$ cat src/rtl/pixel_fp_normalizer.sv
// Normalizes the three channels of an RGB pixel into single-precision style
// significand/exponent/zero form, then handshakes with the mantissa multiplier.
// Optional macro PIX_ZERO_BYPASS_EN: an all-zero pixel skips the multiplier wait.
module pixel_fp_normalizer #(
    parameter int PIXEL_WIDTH    = 8,
    parameter int MANTISSA_WIDTH = 23,
    parameter int EXPONENT_WIDTH = 8,
    parameter int BIAS           = 127
) (
    input  logic                      clk_i_pix_norm,
    input  logic                      rstn_i_pix_norm,
    input  logic                      pix_valid_i,
    output logic                      pix_ready_o,
    input  logic [PIXEL_WIDTH-1:0]    pixel_red_i,
    input  logic [PIXEL_WIDTH-1:0]    pixel_green_i,
    input  logic [PIXEL_WIDTH-1:0]    pixel_blue_i,
    output logic [MANTISSA_WIDTH:0]   mantissa_red_o,
    output logic [MANTISSA_WIDTH:0]   mantissa_green_o,
    output logic [MANTISSA_WIDTH:0]   mantissa_blue_o,
    output logic [EXPONENT_WIDTH-1:0] exponent_red_o,
    output logic [EXPONENT_WIDTH-1:0] exponent_green_o,
    output logic [EXPONENT_WIDTH-1:0] exponent_blue_o,
    output logic                      zero_red_o,
    output logic                      zero_green_o,
    output logic                      zero_blue_o,
    output logic                      mult_en_o,
    input  logic                      mult_done_i,
    output logic                      norm_done_o,
    output logic [2:0]                state_dbg_o
);

    localparam int CNT_W    = (PIXEL_WIDTH > 1) ? $clog2(PIXEL_WIDTH) : 1;
    localparam int PAD_W    = MANTISSA_WIDTH + 1 - PIXEL_WIDTH;
    localparam int EXP_TOP  = BIAS + PIXEL_WIDTH - 1;

    // Handshakes: a pixel transfers on a rising edge where pix_valid_i and
    // pix_ready_o are both high; mult_en_o is held until mult_done_i is seen high.
    typedef enum logic [2:0] {
        S_IDLE, S_NORM_R, S_NORM_G, S_NORM_B, S_WAIT, S_DONE
    } state_t;

    state_t                   state, state_nxt;
    logic [PIXEL_WIDTH-1:0]   work_red, work_green, work_blue;
    logic [CNT_W-1:0]         count;
    logic [PIXEL_WIDTH-1:0]   cur_val;
    logic                     ch_zero, ch_msb, ch_settle, bypass;
    logic [MANTISSA_WIDTH:0]  new_mant;
    logic [EXPONENT_WIDTH-1:0] new_exp;

    always_comb begin
        cur_val = '0;
        case (state)
            S_NORM_R: cur_val = work_red;
            S_NORM_G: cur_val = work_green;
            S_NORM_B: cur_val = work_blue;
            default:  cur_val = '0;
        endcase
    end

    assign ch_zero   = (cur_val == '0);
    assign ch_msb    = cur_val[PIXEL_WIDTH-1];
    assign ch_settle = ch_zero | ch_msb;
    assign new_mant  = {cur_val, {PAD_W{1'b0}}};
    assign new_exp   = EXPONENT_WIDTH'(EXP_TOP) - EXPONENT_WIDTH'(count);

`ifdef PIX_ZERO_BYPASS_EN
    // Red and green flags already belong to this pixel when blue settles.
    assign bypass = zero_red_o & zero_green_o & ch_zero;
`else
    assign bypass = 1'b0;
`endif

    always_ff @(posedge clk_i_pix_norm or negedge rstn_i_pix_norm) begin
        if (!rstn_i_pix_norm) state <= S_IDLE;
        else                  state <= state_nxt;
    end

    always_comb begin
        state_nxt = state;
        case (state)
            S_IDLE:   if (pix_valid_i) state_nxt = S_NORM_R;
            S_NORM_R: if (ch_settle)   state_nxt = S_NORM_G;
            S_NORM_G: if (ch_settle)   state_nxt = S_NORM_B;
            S_NORM_B: if (ch_settle)   state_nxt = bypass ? S_DONE : S_WAIT;
            S_WAIT:   if (mult_done_i) state_nxt = S_DONE;
            S_DONE:   state_nxt = S_IDLE;
            default:  state_nxt = S_IDLE;
        endcase
    end

    assign pix_ready_o = (state == S_IDLE);
    assign mult_en_o   = (state == S_WAIT);
    assign norm_done_o = (state == S_DONE);
    assign state_dbg_o = state;

    always_ff @(posedge clk_i_pix_norm or negedge rstn_i_pix_norm) begin
        if (!rstn_i_pix_norm) begin
            work_red         <= '0;
            work_green       <= '0;
            work_blue        <= '0;
            count            <= '0;
            mantissa_red_o   <= '0;
            mantissa_green_o <= '0;
            mantissa_blue_o  <= '0;
            exponent_red_o   <= '0;
            exponent_green_o <= '0;
            exponent_blue_o  <= '0;
            zero_red_o       <= 1'b0;
            zero_green_o     <= 1'b0;
            zero_blue_o      <= 1'b0;
        end else begin
            case (state)
                S_IDLE: begin
                    if (pix_valid_i) begin
                        work_red   <= pixel_red_i;
                        work_green <= pixel_green_i;
                        work_blue  <= pixel_blue_i;
                        count      <= '0;
                    end
                end
                S_NORM_R: begin
                    if (ch_settle) begin
                        mantissa_red_o <= ch_zero ? '0 : new_mant;
                        exponent_red_o <= ch_zero ? '0 : new_exp;
                        zero_red_o     <= ch_zero;
                        count          <= '0;
                    end else begin
                        work_red <= work_red << 1;
                        count    <= count + CNT_W'(1);
                    end
                end
                S_NORM_G: begin
                    if (ch_settle) begin
                        mantissa_green_o <= ch_zero ? '0 : new_mant;
                        exponent_green_o <= ch_zero ? '0 : new_exp;
                        zero_green_o     <= ch_zero;
                        count            <= '0;
                    end else begin
                        work_green <= work_green << 1;
                        count      <= count + CNT_W'(1);
                    end
                end
                S_NORM_B: begin
                    if (ch_settle) begin
                        mantissa_blue_o <= ch_zero ? '0 : new_mant;
                        exponent_blue_o <= ch_zero ? '0 : new_exp;
                        zero_blue_o     <= ch_zero;
                        count           <= '0;
                    end else begin
                        work_blue <= work_blue << 1;
                        count     <= count + CNT_W'(1);
                    end
                end
                default: ;
            endcase
        end
    end

endmodule

$ cat config.mk
export PLATFORM = sky130hd
export DESIGN_NAME = pixel_fp_normalizer
export DESIGN_NICKNAME = d
export VERILOG_FILES = /design/src/rtl/pixel_fp_normalizer.sv
export SDC_FILE = /design/constraint.sdc
export NUM_CORES = 1
export LEC_CHECK = 0
export ABC_AREA = 1
export ABC_CLOCK_PERIOD_IN_PS = 2800
export CAP_MARGIN = 20
export CORE_UTILIZATION = 40
export DETAILED_ROUTE_END_ITERATION = 10
export PLACE_DENSITY = 0.81
export SYNTH_ARGS = -nofsm -noshare
export SYNTH_HDL_FRONTEND = slang
export SYNTH_SLANG_ARGS = --single-unit
$ cat constraint.sdc
create_clock -name clk_i_pix_norm -period 2.8 [get_ports clk_i_pix_norm]
set_input_delay 0.56 -clock clk_i_pix_norm [delete_from_list [all_inputs] [get_ports clk_i_pix_norm]]
set_output_delay 0.56 -clock clk_i_pix_norm [all_outputs]
set_load 0.005 [all_outputs]
==> out/qor.csv, run 1 <==
stage,metric,value,unit
clocking,holdBufCountCts,0,
sta,drv_slew,0,
critical_path,cp.arrival,2.78,ns
detailed_routing,vias_per_cell,4.848,
place,routabilityCongestion,0.8089,
die,fp-row-count,37,
critical_path,end_kind,flop,
die,die_w,104.7,um
place,portBuffers,84,
synth,synthDistinctLibCells,31,
synth,synth_seq_cells,75,
synth,synth.area.top_cells,"dfrtp_1, nand2_1, buf_4",
global_route,grt_pass1_vias,3346,
clocking,clkTransAtPathRegs,0.08,ns
cells_and_area,area_growth_syn_to_layout,22.21,%
critical_path,critPathLaunch,state_dbg_o[0],
cells_and_area,n_antenna_cell,0,
synth,ys_warn_count,0,
synth,yosys.cell_count.top_type,nand2_1,
sta,rsz0062_at_grt,false,
sta,finalCriticalPeriod,2.493,ns
synth,yosysTopAreaCellShare,44.47,%
detailed_routing,ant_nets,0,
clocking,cts.htree.levels,3,
clocking,clock-sinks,75,
cells_and_area,stdcell_area,5157,um2
power_and_ir_drop,peakVddDrop,0.4508,mV
clocking,numCtsBuffers,9,
sta,worst_slack,0.3073,ns
global_route,grt_pass1_wl,16.23,mm
cells_and_area,nets,631,
place,placed_cell_area,4932,um2
place,dp_hpwl,7.417,mm
clocking,insertion_delay,0.35,ns
critical_path,cp-start-kind,flop,
die,io_pins,133,
clocking,cts-root-buf,clkbuf_8,
clocking,post_cts_buffers,0,
cells_and_area,drive_above_1_share,10.58,%
critical_path,crit_path_max_incr_delay,0.50,ns
critical_path,slowest_stage,dfrtp_1,
power_and_ir_drop,p_switching,2952,uW
critical_path,crit_family,simple AND/OR/NAND/NOR gates,
critical_path,cp_cell_sequence,"nor2_2, nand3_1, nand2_1, nor2_2, nand2_2, nor2_8, nand2_4, nand2_4, nand2_2, nand2_1, nand2_1",
sta,hold_viol_final,0,
power_and_ir_drop,p_comb_share,55.6,%
critical_path,r2r_slack,0.31,ns
synth,synth_edf_count,0,
sta,tns,0,ns
global_route,overflow,0,
place,post-place-ws,0.3388,ns
die,coreArea,10280,um2
sta,setup_viol,0,
global_route,grt_max_degree,76,
clocking,cts_buffer_depth,2,
cells_and_area,fin_cells,741,
detailed_routing,drt-initial-drc-count,256,
critical_path,criticalPathCategory,flop to flop,
clocking,cts_tree,done,
critical_path,crit_fanout,31,
power_and_ir_drop,p_seq_share,30.0,%
sta,fin_skew,0.01117,ns
critical_path,r2r-end,mantissa_green_o[22],
critical_path,r2r-start,state_dbg_o[0],
flow_run,maxCapViolations,0,
global_route,globalRouteTotalUtil,18.66,%
critical_path,rr_worst_depth,11,
sta,slew_headroom,37.17,%
synth,synth-main-ff-cell,dfrtp_1,
synth,syn-cell-area,4220,um2
sta,fmax,0.4012,GHz
hold_path,hp-class,input port to async pin,
detailed_routing,firstDrtPassIters,4,
power_and_ir_drop,leakage,0.002813,uW
place,placed_cells,725,
detailed_routing,via_count,3592,
critical_path,path_common_cell,nand2_1,
cells_and_area,fillCellCount,971,
synth,synth_seq_area_share,44.47,%
power_and_ir_drop,switching_share,45.84,%
synth,ys_async_sr_fraction,100.0,%
power_and_ir_drop,power_density,1249,nW/um2
detailed_routing,detail_route.wl_per_cell,13.38,um
sta,fin_crit_sh,89.02,%
power_and_ir_drop,p_clk_share,14.5,%
die,initial_core_util,41.06,%
synth,synth_cells,522,
sta,tightestPinTransition,0.9424,ns
detailed_routing,finalWirelength,9.911,mm
critical_path,required,3.08,ns
critical_path,critPathBufInv,0,
clocking,cts.repair.resized,0,
synth,synth.avg_cell_area,8.085,um2
status,outcome,finished clean,
global_route,antenna_found_initial,0,
die,dieArea,10970,um2
synth,synth_common_cells,"nand2_1, dfrtp_1, buf_4",
synth,yosys.area.top_type,dfrtp_1,
detailed_routing,remaining_drc_errors,0,
die,die_y,104.7,um
sta,whs,0.4464,ns
power_and_ir_drop,p_int,3488,uW
[power by group through the flow]
stage / Clock [uW] / Combinational, uW / Sequential [uW]
after global routing: 999 / 3990 / 1990
after floorplan: 0 / 2590 / 1890
after global placement: 0 / 3440 / 1930
after detailed placement: 0 / 3570 / 1940
after CTS: 955 / 3600 / 1920
final: 933 / 3580 / 1930
[worst max-delay path by stage]
stage	end	slack, ns	cells after the start
after detailed placement	mantissa_blue_o[18]	0.34	11
after global routing	mantissa_red_o[21]	0.06	11
after global placement	mantissa_red_o[20]	0.43	11
after CTS	mult_en_o	0.31	5
final	mantissa_green_o[22]	0.31	11
after floorplan	exponent_green_o[5]	0.96	12
[worst register-to-register path, cell delays in order (launching register included)]
cell and delay (ns):
dfrtp_1 0.50, nor2_2 0.44, nand3_1 0.23, nand2_1 0.16, nor2_2 0.06, nand2_2 0.12, nor2_8 0.06, nand2_4 0.17
nand2_4 0.23, nand2_2 0.29, nand2_1 0.10, nand2_1 0.07
[flip-flops by register name (all words and copies together), names as in the netlist, 6 cells and up]
name,cells
work_red,8
exponent_blue_o,6
work_blue,8
mantissa_red_o,8
work_green,8
mantissa_green_o,8
exponent_green_o,6
exponent_red_o,6
mantissa_blue_o,8
[logic make-up (layout without fill, tap and decap cells)]
family          Yosys count  in the layout  share of synthesized area (%)
xor+xnor                  1              1                         0.2076
simple gates            312            312                          35.46
other cells               1             48                        0.08886
fa+ha+maj                 3              3                         0.8895
flops                    75             75                          44.47
buf+inv                 111            147                          16.31
compound gates           19             19                          2.579
[per-stage QoR]
step / total power (uW) / util (%)
4_1_cts: 6474 / 50.18
2_1_floorplan: 4484 / -
5_1_grt: 6979 / 50.18
3_5_place_dp: 5512 / 47.99
3_3_place_gp: 5371 / 47.99
6_report: 6440 / 50.18
[cell type report]
cell class                      count  area (um2)  area share, %
Inverter                           36       135.1          2.620
Tap cell                          136       170.2          3.299
Timing Repair Buffer               95       918.4          17.81
Clock buffer                        9       123.9          2.402
Sequential cell                    75        1877          36.39
Clock inverter                      7       101.3          1.965
Multi-Input combinational cell    383        1832          35.52
[per-layer routing]
layer / track usage (%) / share of wire, %
met3: 3.993 / 5.8
met2: 30.37 / 48
met1: 24.59 / 45
met5: 0 / 0
met4: 6.439 / 1.7
[cells in the final DEF (no fill, tap or decap), drive strengths merged, types with 2 or more instances in the layout]
master         Yosys  final
buf               69     12
nand2            199    199
ha                 3      3
dfrtp             75     75
nand3             46     46
conb               1     48
clkdlybuf4s50      0     83
bufinv             0      2
nand4             43     43
nor3               2      2
clkinv             1      4
o21ai             13     13
inv               35     36
nor2              22     22
a31oi              2      2
clkbuf             6      9
Note: power is estimated with default switching activity, not from simulation.
==> run 2, diff against run 1 <==
--- a/config.mk
+++ b/config.mk
@@ -6,7 +6,6 @@
 export NUM_CORES = 1
 export LEC_CHECK = 0
 export ABC_AREA = 1
-export ABC_CLOCK_PERIOD_IN_PS = 2800
 export CAP_MARGIN = 20
 export CORE_UTILIZATION = 40
 export DETAILED_ROUTE_END_ITERATION = 10
==> results of run 2 <==
No change in the layout: final DEF, timing and power equal those of run 1.
